**src/rtl/debounce_monitor.sv**
```systemverilog
// Timing-contract monitor for a bank of debouncers: sticky per-channel
// error flags, first-error capture and a saturating error-cycle counter.
module debounce_monitor #(
    parameter int unsigned ClkFreq     = 100_000_000,
    parameter int unsigned StableTime  = 10,
    parameter int unsigned Slack       = 4,
    parameter int unsigned NumChannels = 4,
    parameter int unsigned TickMode    = 0,
    parameter int unsigned CntWidth    = 16,
    localparam int unsigned ChW = (NumChannels > 1) ? $clog2(NumChannels) : 1
) (
    input  logic                     clk_i,
    input  logic                     rst_i,
    input  logic [NumChannels-1:0]   sw_i,
    input  logic [NumChannels-1:0]   db_level_i,
    input  logic [NumChannels-1:0]   db_tick_i,
    input  logic                     clr_i,
    output logic [4*NumChannels-1:0] err_flags_o,
    output logic                     err_any_o,
    output logic                     first_valid_o,
    output logic [ChW-1:0]           first_ch_o,
    output logic [1:0]               first_code_o,
    output logic [CntWidth-1:0]      err_cnt_o
);

    localparam longint unsigned CounterMax =
        (64'(ClkFreq) * 64'(StableTime)) / 64'd1_000_000;
    localparam longint unsigned MaxStable = CounterMax + 64'(Slack);
    localparam int unsigned CW = (MaxStable > 0) ? $clog2(MaxStable + 1) : 1;
    localparam logic [CW-1:0] MinCnt   = CW'(CounterMax);
    localparam logic [CW-1:0] MaxCnt   = CW'(MaxStable);
    localparam logic [CW-1:0] MaxCntM1 = CW'(MaxStable - 1);
    localparam int unsigned NE = 4 * NumChannels;

    logic [NumChannels-1:0] r_sw_q;
    logic [NumChannels-1:0] r_level_q;
    logic [CW-1:0]          r_stable [NumChannels];
    logic                   r_armed;
    logic [NE-1:0]          r_flags;
    logic                   r_first_valid;
    logic [ChW-1:0]         r_first_ch;
    logic [1:0]             r_first_code;
    logic [CntWidth-1:0]    r_err_cnt;

    logic [CW-1:0]          w_stable [NumChannels];
    logic [NumChannels-1:0] w_edge;
    logic [NumChannels-1:0] w_req;
    logic [NE-1:0]          w_ev;
    logic                   w_any;
    logic [ChW-1:0]         w_sel_ch;
    logic [1:0]             w_sel_code;

    always_comb begin
        w_stable = r_stable;
        w_edge   = '0;
        w_req    = '0;
        w_ev     = '0;
        for (int c = 0; c < NumChannels; c++) begin
            if (sw_i[c] != r_sw_q[c]) begin
                w_stable[c] = '0;
            end else if (r_stable[c] != MaxCnt) begin
                w_stable[c] = r_stable[c] + CW'(1);
            end
            w_edge[c] = db_level_i[c] ^ r_level_q[c];
            w_req[c]  = (TickMode != 0) ? w_edge[c]
                                        : (db_level_i[c] & ~r_level_q[c]);
            w_ev[4*c+0] = db_tick_i[c] & ~w_req[c];
            w_ev[4*c+1] = w_req[c] & ~db_tick_i[c];
            w_ev[4*c+2] = w_edge[c] & ((db_level_i[c] != sw_i[c])
                                       | (w_stable[c] < MinCnt));
            // Late fires only on the step into saturation, once per sw run
            w_ev[4*c+3] = (sw_i[c] == r_sw_q[c])
                        & (r_stable[c] == MaxCntM1)
                        & (db_level_i[c] != sw_i[c]);
        end
        if (!r_armed) begin
            w_ev = '0;
        end
    end

    // Descending scan so the lowest channel, then lowest code, wins
    always_comb begin
        w_any      = |w_ev;
        w_sel_ch   = '0;
        w_sel_code = '0;
        for (int c = NumChannels - 1; c >= 0; c--) begin
            for (int k = 3; k >= 0; k--) begin
                if (w_ev[4*c+k]) begin
                    w_sel_ch   = ChW'(c);
                    w_sel_code = 2'(k);
                end
            end
        end
    end

    always_ff @(posedge clk_i) begin
        if (rst_i) begin
            r_sw_q        <= '0;
            r_level_q     <= '0;
            r_stable      <= '{default: '0};
            r_armed       <= 1'b0;
            r_flags       <= '0;
            r_first_valid <= 1'b0;
            r_first_ch    <= '0;
            r_first_code  <= '0;
            r_err_cnt     <= '0;
        end else begin
            r_sw_q    <= sw_i;
            r_level_q <= db_level_i;
            r_stable  <= w_stable;
            r_armed   <= 1'b1;
            r_flags   <= (clr_i ? '0 : r_flags) | w_ev;
            if (clr_i || !r_first_valid) begin
                r_first_valid <= w_any;
                r_first_ch    <= w_sel_ch;
                r_first_code  <= w_sel_code;
            end
            if (clr_i) begin
                r_err_cnt <= {{(CntWidth-1){1'b0}}, w_any};
            end else if (w_any && !(&r_err_cnt)) begin
                r_err_cnt <= r_err_cnt + CntWidth'(1);
            end
        end
    end

    assign err_flags_o   = r_flags;
    assign err_any_o     = |r_flags;
    assign first_valid_o = r_first_valid;
    assign first_ch_o    = r_first_ch;
    assign first_code_o  = r_first_code;
    assign err_cnt_o     = r_err_cnt;

endmodule

```
**config.mk**
```make
export PLATFORM = sky130hd
export DESIGN_NAME = debounce_monitor
export DESIGN_NICKNAME = d
export VERILOG_FILES = /design/src/rtl/debounce_monitor.sv
export SDC_FILE = /design/constraint.sdc
export NUM_CORES = 1
export LEC_CHECK = 0
export CORE_ASPECT_RATIO = 1.1
export CORE_MARGIN = 2
export CORE_UTILIZATION = 55
export CTS_CLUSTER_DIAMETER = 200
export DETAILED_ROUTE_END_ITERATION = 10
export GPL_ROUTABILITY_DRIVEN = 1
export PLACE_DENSITY = 0.88
export SLEW_MARGIN = 20
export SYNTH_ARGS = -nofsm -noshare
export SYNTH_HDL_FRONTEND = slang
export SYNTH_SLANG_ARGS = --single-unit
```
**constraint.sdc**
```tcl
create_clock -name clk_i -period 3.3 [get_ports clk_i]
set_clock_uncertainty 0.05 [all_clocks]
set_input_delay 0.495 -clock clk_i [delete_from_list [all_inputs] [get_ports clk_i]]
set_output_delay 0.495 -clock clk_i [all_outputs]
set_load 0.02 [all_outputs]
```
==> results of run 1 <==
[layout by cell type, fill, tap and decap left out, drive strengths merged, types with 13 or more instances in the layout]
cell type,count
a21oi,39
and3,17
clkdlybuf4s50,52
dfxtp,86
ha,13
inv,21
nand2,50
nand3,37
nand4,13
nor2,64
nor2b,13
nor3,16
o21ai,27
or3,13
xor2,19
[path summary, 6_finish.rpt]
path              slack [ps]       endpoint  cells after the start
setup reg to reg         130   err_cnt_o[7]                     10
setup / recovery         130   err_cnt_o[7]                     10
hold / removal           430  first_ch_o[0]                      2
hold reg to reg          430  first_ch_o[0]                      2
[routing by layer]
layer / track usage (%) / part of all wire (%) / vias to the layer above
li1: - / - / 2204
met1: 28.7 / 42 / 2112
met2: 45.2 / 52 / 105
met3: 3.27 / 3.2 / 29
met4: 12.4 / 3.0 / 0
met5: 0 / 0 / -
[registers in the layout, summed over array words and instances (netlist names)]
signal / cells
r_stable: 40
err_cnt_o: 16
err_flags_o: 16
r_level_q: 4
r_sw_q: 4
first_ch_o: 2
first_code_o: 2
first_valid_o: 1
r_armed: 1
[per-stage QoR]
step | instance area, um^2 | setup slack (ps) | hold slack (ps) | util (%)
6_report | 5560 | 131 | 429 | 66.5
5_1_grt | 5560 | 6.64 | 469 | 66.5
4_1_cts | 5560 | 115 | 421 | 66.4
3_5_place_dp | 5360 | -10.3 | 409 | 64.1
3_3_place_gp | 5360 | 100 | 417 | 64.1
2_1_floorplan | 4730 | 349 | 422 | -
[critical path: stages, from the launching register on]
cell and delay, ps:
sky130_fd_sc_hd__dfxtp_1 440, sky130_fd_sc_hd__ha_1 340, sky130_fd_sc_hd__nand4_2 190, sky130_fd_sc_hd__or3_4 380, sky130_fd_sc_hd__a2111oi_4 370, sky130_fd_sc_hd__o211ai_2 140
sky130_fd_sc_hd__a211o_1 350, sky130_fd_sc_hd__nor4b_4 340, sky130_fd_sc_hd__buf_12 220, sky130_fd_sc_hd__nor4_1 70, sky130_fd_sc_hd__o21a_1 170
[cell usage after synthesis, types with 5 or more instances]
cell | instances | share of area (%)
sky130_fd_sc_hd__nand4_1 | 12 | 1.6
sky130_fd_sc_hd__inv_1 | 20 | 1.6
sky130_fd_sc_hd__a31oi_1 | 7 | 0.93
sky130_fd_sc_hd__mux2i_1 | 6 | 1.3
sky130_fd_sc_hd__nand3_1 | 37 | 3.9
sky130_fd_sc_hd__clkbuf_1 | 11 | 0.87
sky130_fd_sc_hd__xor2_1 | 19 | 3.5
sky130_fd_sc_hd__ha_1 | 13 | 3.4
sky130_fd_sc_hd__nor2b_1 | 13 | 1.7
sky130_fd_sc_hd__nor2_1 | 64 | 5.1
sky130_fd_sc_hd__nand2_1 | 50 | 4.0
sky130_fd_sc_hd__xnor2_1 | 12 | 2.2
sky130_fd_sc_hd__and2_1 | 5 | 0.66
sky130_fd_sc_hd__nor4_1 | 11 | 1.5
sky130_fd_sc_hd__and3_1 | 17 | 2.2
sky130_fd_sc_hd__or3_1 | 12 | 1.6
sky130_fd_sc_hd__a21oi_1 | 35 | 3.7
sky130_fd_sc_hd__o21ai_1 | 8 | 0.85
sky130_fd_sc_hd__or2_2 | 5 | 0.66
sky130_fd_sc_hd__nor3_1 | 16 | 1.7
sky130_fd_sc_hd__buf_2 | 10 | 1.1
sky130_fd_sc_hd__nand2b_1 | 9 | 1.2
sky130_fd_sc_hd__o31ai_1 | 6 | 0.95
sky130_fd_sc_hd__dfxtp_1 | 86 | 36
sky130_fd_sc_hd__o211ai_1 | 7 | 1.1
sky130_fd_sc_hd__o21ai_0 | 15 | 1.6
[report_power, final]
group,total (W),internal [W],switching (W)
clock,0.000746,0.000368,0.000378
sequential,0.00110,0.00106,0.0000306
combinational,0.000272,0.000120,0.000153
[final cells by class]
| class | instances | area share, % |
|---|---|---|
| Sequential cell | 86 | 30.9 |
| Clock buffer | 10 | 2.47 |
| Timing Repair Buffer | 64 | 11.2 |
| Multi-Input combinational cell | 449 | 50.4 |
| Tap cell | 111 | 2.50 |
| Inverter | 21 | 1.42 |
| Clock inverter | 6 | 1.10 |
[cell families after synthesis]
family | after synthesis
and+or+nand+nor | 276
AOI/OAI and AO/OA | 123
DFF | 86
buffers and inverters | 47
xor gates and xnor gates | 31
adders and majority gates | 13
muxes | 6
==> results_dict.tcl, run 1 <==
set metrics [dict create \
    num-fill-cells 706 \
    vias_in_the_first_global_route 4236 \
    final-hold-violation-count 0 \
    post_route_cells_drive_above_1_share_pct 8.02 \
    quantity_of_gates_resized_following_cts 0 \
    seqCellArea_um2 1720 \
    netlist-cell-type-count 70 \
    area_delta_synth_final_pct 17.7 \
    seq_area_frac_synth_pct 36.4 \
    detailroute.via_count 4450 \
    cp-end-kind "register" \
    drt-pass1-iter-count 4 \
    netlist_area_um2 4730 \
    post-route-min-period_ps 3170 \
    synth.ff_latch_count 86 \
    cts.path.max_buffers 2 \
    rows 35 \
    floorplan.die.width_um 92.4 \
    worst_reg2reg_path_startpoint "r_stable[10]" \
    io_buffer_count 52 \
    grt_first_pass_wirelength_um 18900 \
    ys.warnings.count 0 \
    vias_per_cell 5.96 \
    grt.total_usage_pct 24.8 \
    timing.final.setup_violations 0 \
    cts_sinks 86 \
    non_filler_instance_count_after_layout 747 \
    rsz_0062_raised_after_global_routing "false" \
    hpwlAfterDp_um 8360 \
    grt_overflow 0 \
    grt_antenna_before_repair 0 \
    cts_made_buffers 9 \
    total_leakage_power_nw 1.95 \
    timing.critical_path.arrival_ps 3380 \
    setup_tns_ps 0 \
    top_level_ports 53 \
    synth_xor_area_share_pct 5.74 \
    status "completed" \
    fp.dieH_um 101 \
    grt_max_degree 33 \
    min_period_over_period_pct 96.0 \
    drt-wirelength-per-cell_um 14.9 \
    worst_ep_required_time_ps 3510 \
    critical_path.max_fanout 32 \
    cts_tree "built" \
    coreArea_um2 8360 \
    postSynthNetCount 610 \
    worst_slew_margin_rel_pct 50.1 \
    max_cap_violations 0 \
    cts.reportedPaths.clkPinSlew_ps 90 \
    ys_async_rst_share_pct 0 \
    multiInputGateArea_um2 2800 \
    dpl.cell_count 731 \
    fmax_mhz 316 \
    cp-startpoint "r_stable[10]" \
    synth-adder-area-share_pct 3.44 \
    final_max_slew_viol_count 0 \
    dieArea_um2 9360 \
    max-vdd-ir-drop_mv 0.214 \
    total_power_w 0.00211 \
    final_net_count 659 \
    detail_route.wirelength_um 11200 \
    drtAntennaViolNets 0 \
    worst-slew-pin-transition_ps 743 \
    worstSetupPathType "register to register" \
    clock-root-buffer "sky130_fd_sc_hd__clkbuf_8" \
    antenna_cells_inserted 0 \
    compound_cell_area_share_of_the_yosys_netlist_pct 17.7 \
    syn-mean-instance-area_um2 8.12 \
    power.density_cell_area_nw_per_um2 380 \
    min_path_type "register to register" \
    detail_route.drc_violations 0 \
    detailedRoute.firstIterationViolations 329 \
    finalWeightedCongestion 0.922 \
    cts.hold.buffers_added 0 \
    syn_inst 582 \
    fraction_of_synthesized_area_in_multiplexers_pct 1.27 \
    synth_simple_gate_area_share_pct 31.0 \
    start_util_pct 56.5 \
    start_kind "register" \
    synth_flop_cell "sky130_fd_sc_hd__dfxtp_1" \
    cts-htree-levels 3 \
    clock_insertion_delay_worst_skew_ps 360 \
    cts_setup_buffers 0 \
    largest_family_of_logic_cells_by_synthesized_area "simple AND/OR/NAND/NOR gates" \
    timing.hold.worst.start "first_ch_o[0]" \
    number_of_synthesized_flops_with_an_enable_pin 0 \
]
No activity file was read; power rests on OpenSTA's default activity.
==> inputs of run 2 (changes only) <==
--- a/config.mk
+++ b/config.mk
@@ -11,6 +11,7 @@
 export CTS_CLUSTER_DIAMETER = 200
 export DETAILED_ROUTE_END_ITERATION = 10
 export GPL_ROUTABILITY_DRIVEN = 1
+export MAX_ROUTING_LAYER = met4
 export PLACE_DENSITY = 0.88
 export SLEW_MARGIN = 20
 export SYNTH_ARGS = -nofsm -noshare
==> constraint.sdc (replaced) <==
create_clock -name clk_i -period 3.9 [get_ports clk_i]
set_clock_uncertainty 0.05 [all_clocks]
set_input_delay 0.585 -clock clk_i [delete_from_list [all_inputs] [get_ports clk_i]]
set_output_delay 0.585 -clock clk_i [all_outputs]
set_load 0.02 [all_outputs]
==> results_dict.tcl, run 2 (same netlist as run 1, synthesis figures left out) <==
set metrics [dict create \
    cts.reportedPaths.clkPinSlew_ps 90 \
    post_place_cell_area_um2 5290 \
    coreArea_um2 8360 \
    critical_path.max_fanout 32 \
    detail_route.wirelength_um 11200 \
    cp-end-kind "register" \
    worstSetupPathDepth 10 \
    floorplan.die.width_um 92.4 \
    start_util_pct 56.5 \
    postLayoutCellArea_um2 5510 \
    cts.path.max_buffers 2 \
    path_cells "ha_1 -> nand3_1 -> nor4_1 -> o21ai_0 -> a2111oi_1 -> o211ai_1 -> nor4b_4 -> buf_4 -> nor4_1 -> o21a_1" \
    seqCellArea_um2 1720 \
    clock_insertion_delay_worst_skew_ps 350 \
    total_leakage_power_nw 1.92 \
    timing.critical_path.arrival_ps 3550 \
    fmax_mhz 299 \
    rrSetupSlack_ps 560 \
    layout_commonest_cell "sky130_fd_sc_hd__dfxtp_1" \
    total_power_w 0.00185 \
    detailroute.via_count 4450 \
    detailedRoute.firstIterationViolations 279 \
    cpMostUsedCell "sky130_fd_sc_hd__nor4_1" \
    start_kind "register" \
    most-common-layout-cells "86 x sky130_fd_sc_hd__dfxtp_1, 64 x sky130_fd_sc_hd__nor2_1, 52 x sky130_fd_sc_hd__clkdlybuf4s50_1" \
    worst-slew-pin-transition_ps 729 \
    cts.hold.buffers_added 0 \
    finalWeightedCongestion 0.952 \
    multiInputGateArea_um2 2800 \
    ff2ff_path_depth 10 \
    cp-startpoint "r_stable[21]" \
    post_route_cells_drive_above_1_share_pct 6.53 \
    drt-wirelength-per-cell_um 15.2 \
    status "completed" \
    cts_made_buffers 9 \
    rsz_0062_raised_after_global_routing "false" \
    regToRegEndpoint "err_cnt_o[3]" \
    hpwlAfterDp_um 8260 \
    area_delta_synth_final_pct 16.6 \
    cts_tree "built" \
    worst_ep_required_time_ps 4100 \
    final_net_count 651 \
    worst_path_dominant_cell_family "compound AO/OA/AOI/OAI gates" \
    rows 35 \
    timing.final.setup_violations 0 \
    cts-htree-levels 3 \
    grt_overflow 0 \
    grt_antenna_before_repair 0 \
    dieArea_um2 9360 \
    power.density_cell_area_nw_per_um2 336 \
    largest_register_ffs 40 \
    io_buffer_count 52 \
    fp.dieH_um 101 \
    min_period_over_period_pct 85.8 \
    clock-root-buffer "sky130_fd_sc_hd__clkbuf_8" \
    worst_slack_ps 555 \
    final-hold-violation-count 0 \
    post-route-min-period_ps 3340 \
    worst_reg2reg_path_startpoint "r_stable[21]" \
    worstSetupPathType "register to register" \
    worst_path_largest_cell_delay_ps 670 \
    vias_per_cell 6.02 \
    drtAntennaViolNets 0 \
    grt_max_degree 33 \
    worst_slew_margin_rel_pct 51.3 \
    dp_slack_ps 210 \
    antenna_cells_inserted 0 \
    min_path_type "register to register" \
    finish.utilization_pct 65.9 \
    grt_first_pass_wirelength_um 18700 \
    vias_in_the_first_global_route 4138 \
    max_cap_violations 0 \
    top_level_ports 53 \
    grt.total_usage_pct 25.2 \
    num-fill-cells 694 \
    quantity_of_gates_resized_following_cts 0 \
    setup_tns_ps 0 \
    critical_path.slowest_cell "sky130_fd_sc_hd__a2111oi_1" \
    cp-endpoint "err_cnt_o[3]" \
    drt-pass1-iter-count 5 \
    max-vdd-ir-drop_mv 0.260 \
    reg_with_most_ffs "r_stable" \
    timing.critical_path.buf_inv 1 \
    final_max_slew_viol_count 0 \
    cts_setup_buffers 0 \
    detail_route.drc_violations 0 \
    cts_sinks 86 \
]
-- run 2: layer usage --
layer  vias up  GRT usage [%]  wire [um]
met3        24           3.20        412
li1       2195              -          -
met4         0           9.87        282
met5         -              -          0
met2       123           43.7       5700
met1      2108           29.8       4810
-- run 2: how the worst min path moves through the flow --
| stage | startpoint | end | slack [ps] | cells after the start |
|---|---|---|---|---|
| floorplan | r_stable[39] | r_stable[39] | 420 | 2 |
| CTS | err_cnt_o[10] | err_cnt_o[10] | 450 | 2 |
| global route | first_ch_o[0] | first_ch_o[0] | 460 | 2 |
| finish | first_ch_o[0] | first_ch_o[0] | 440 | 2 |
| global placement | first_ch_o[0] | first_ch_o[0] | 410 | 2 |
| detailed placement | err_cnt_o[10] | err_cnt_o[10] | 430 | 2 |
-- run 2: final cells by class --
cell class,count,share of cell area [%]
timing repair buffer,56,9.99
clock buffer,11,2.56
sequential,86,31.2
clock inverter,5,1.48
multi-input combinational,449,50.8
inverter,21,1.43
tap,111,2.52
-- run 2: power breakdown --
group / internal [W] / switching (W) / leakage [nW] / total, W
registers: 0.000901 / 0.0000255 / 0.699 / 0.000926
logic: 0.0000941 / 0.000127 / 1.11 / 0.000222
clock network: 0.000380 / 0.000324 / 0.110 / 0.000704
total: 0.00137 / 0.000477 / 1.92 / 0.00185
-- run 2: per-stage QoR --
step           cells  hold WS [ps]
3_3_place_gp     723           411
2_1_floorplan    582           422
6_report         739           436
5_1_grt          739           457
3_5_place_dp     723           434
4_1_cts          739           446
-- run 2: tightest hold or removal path, delay by kind of cell (launching register included) --
kind | cells | cell delay [ps]
compound gates | 1 | 50
simple gates | 1 | 60
flops | 1 | 330
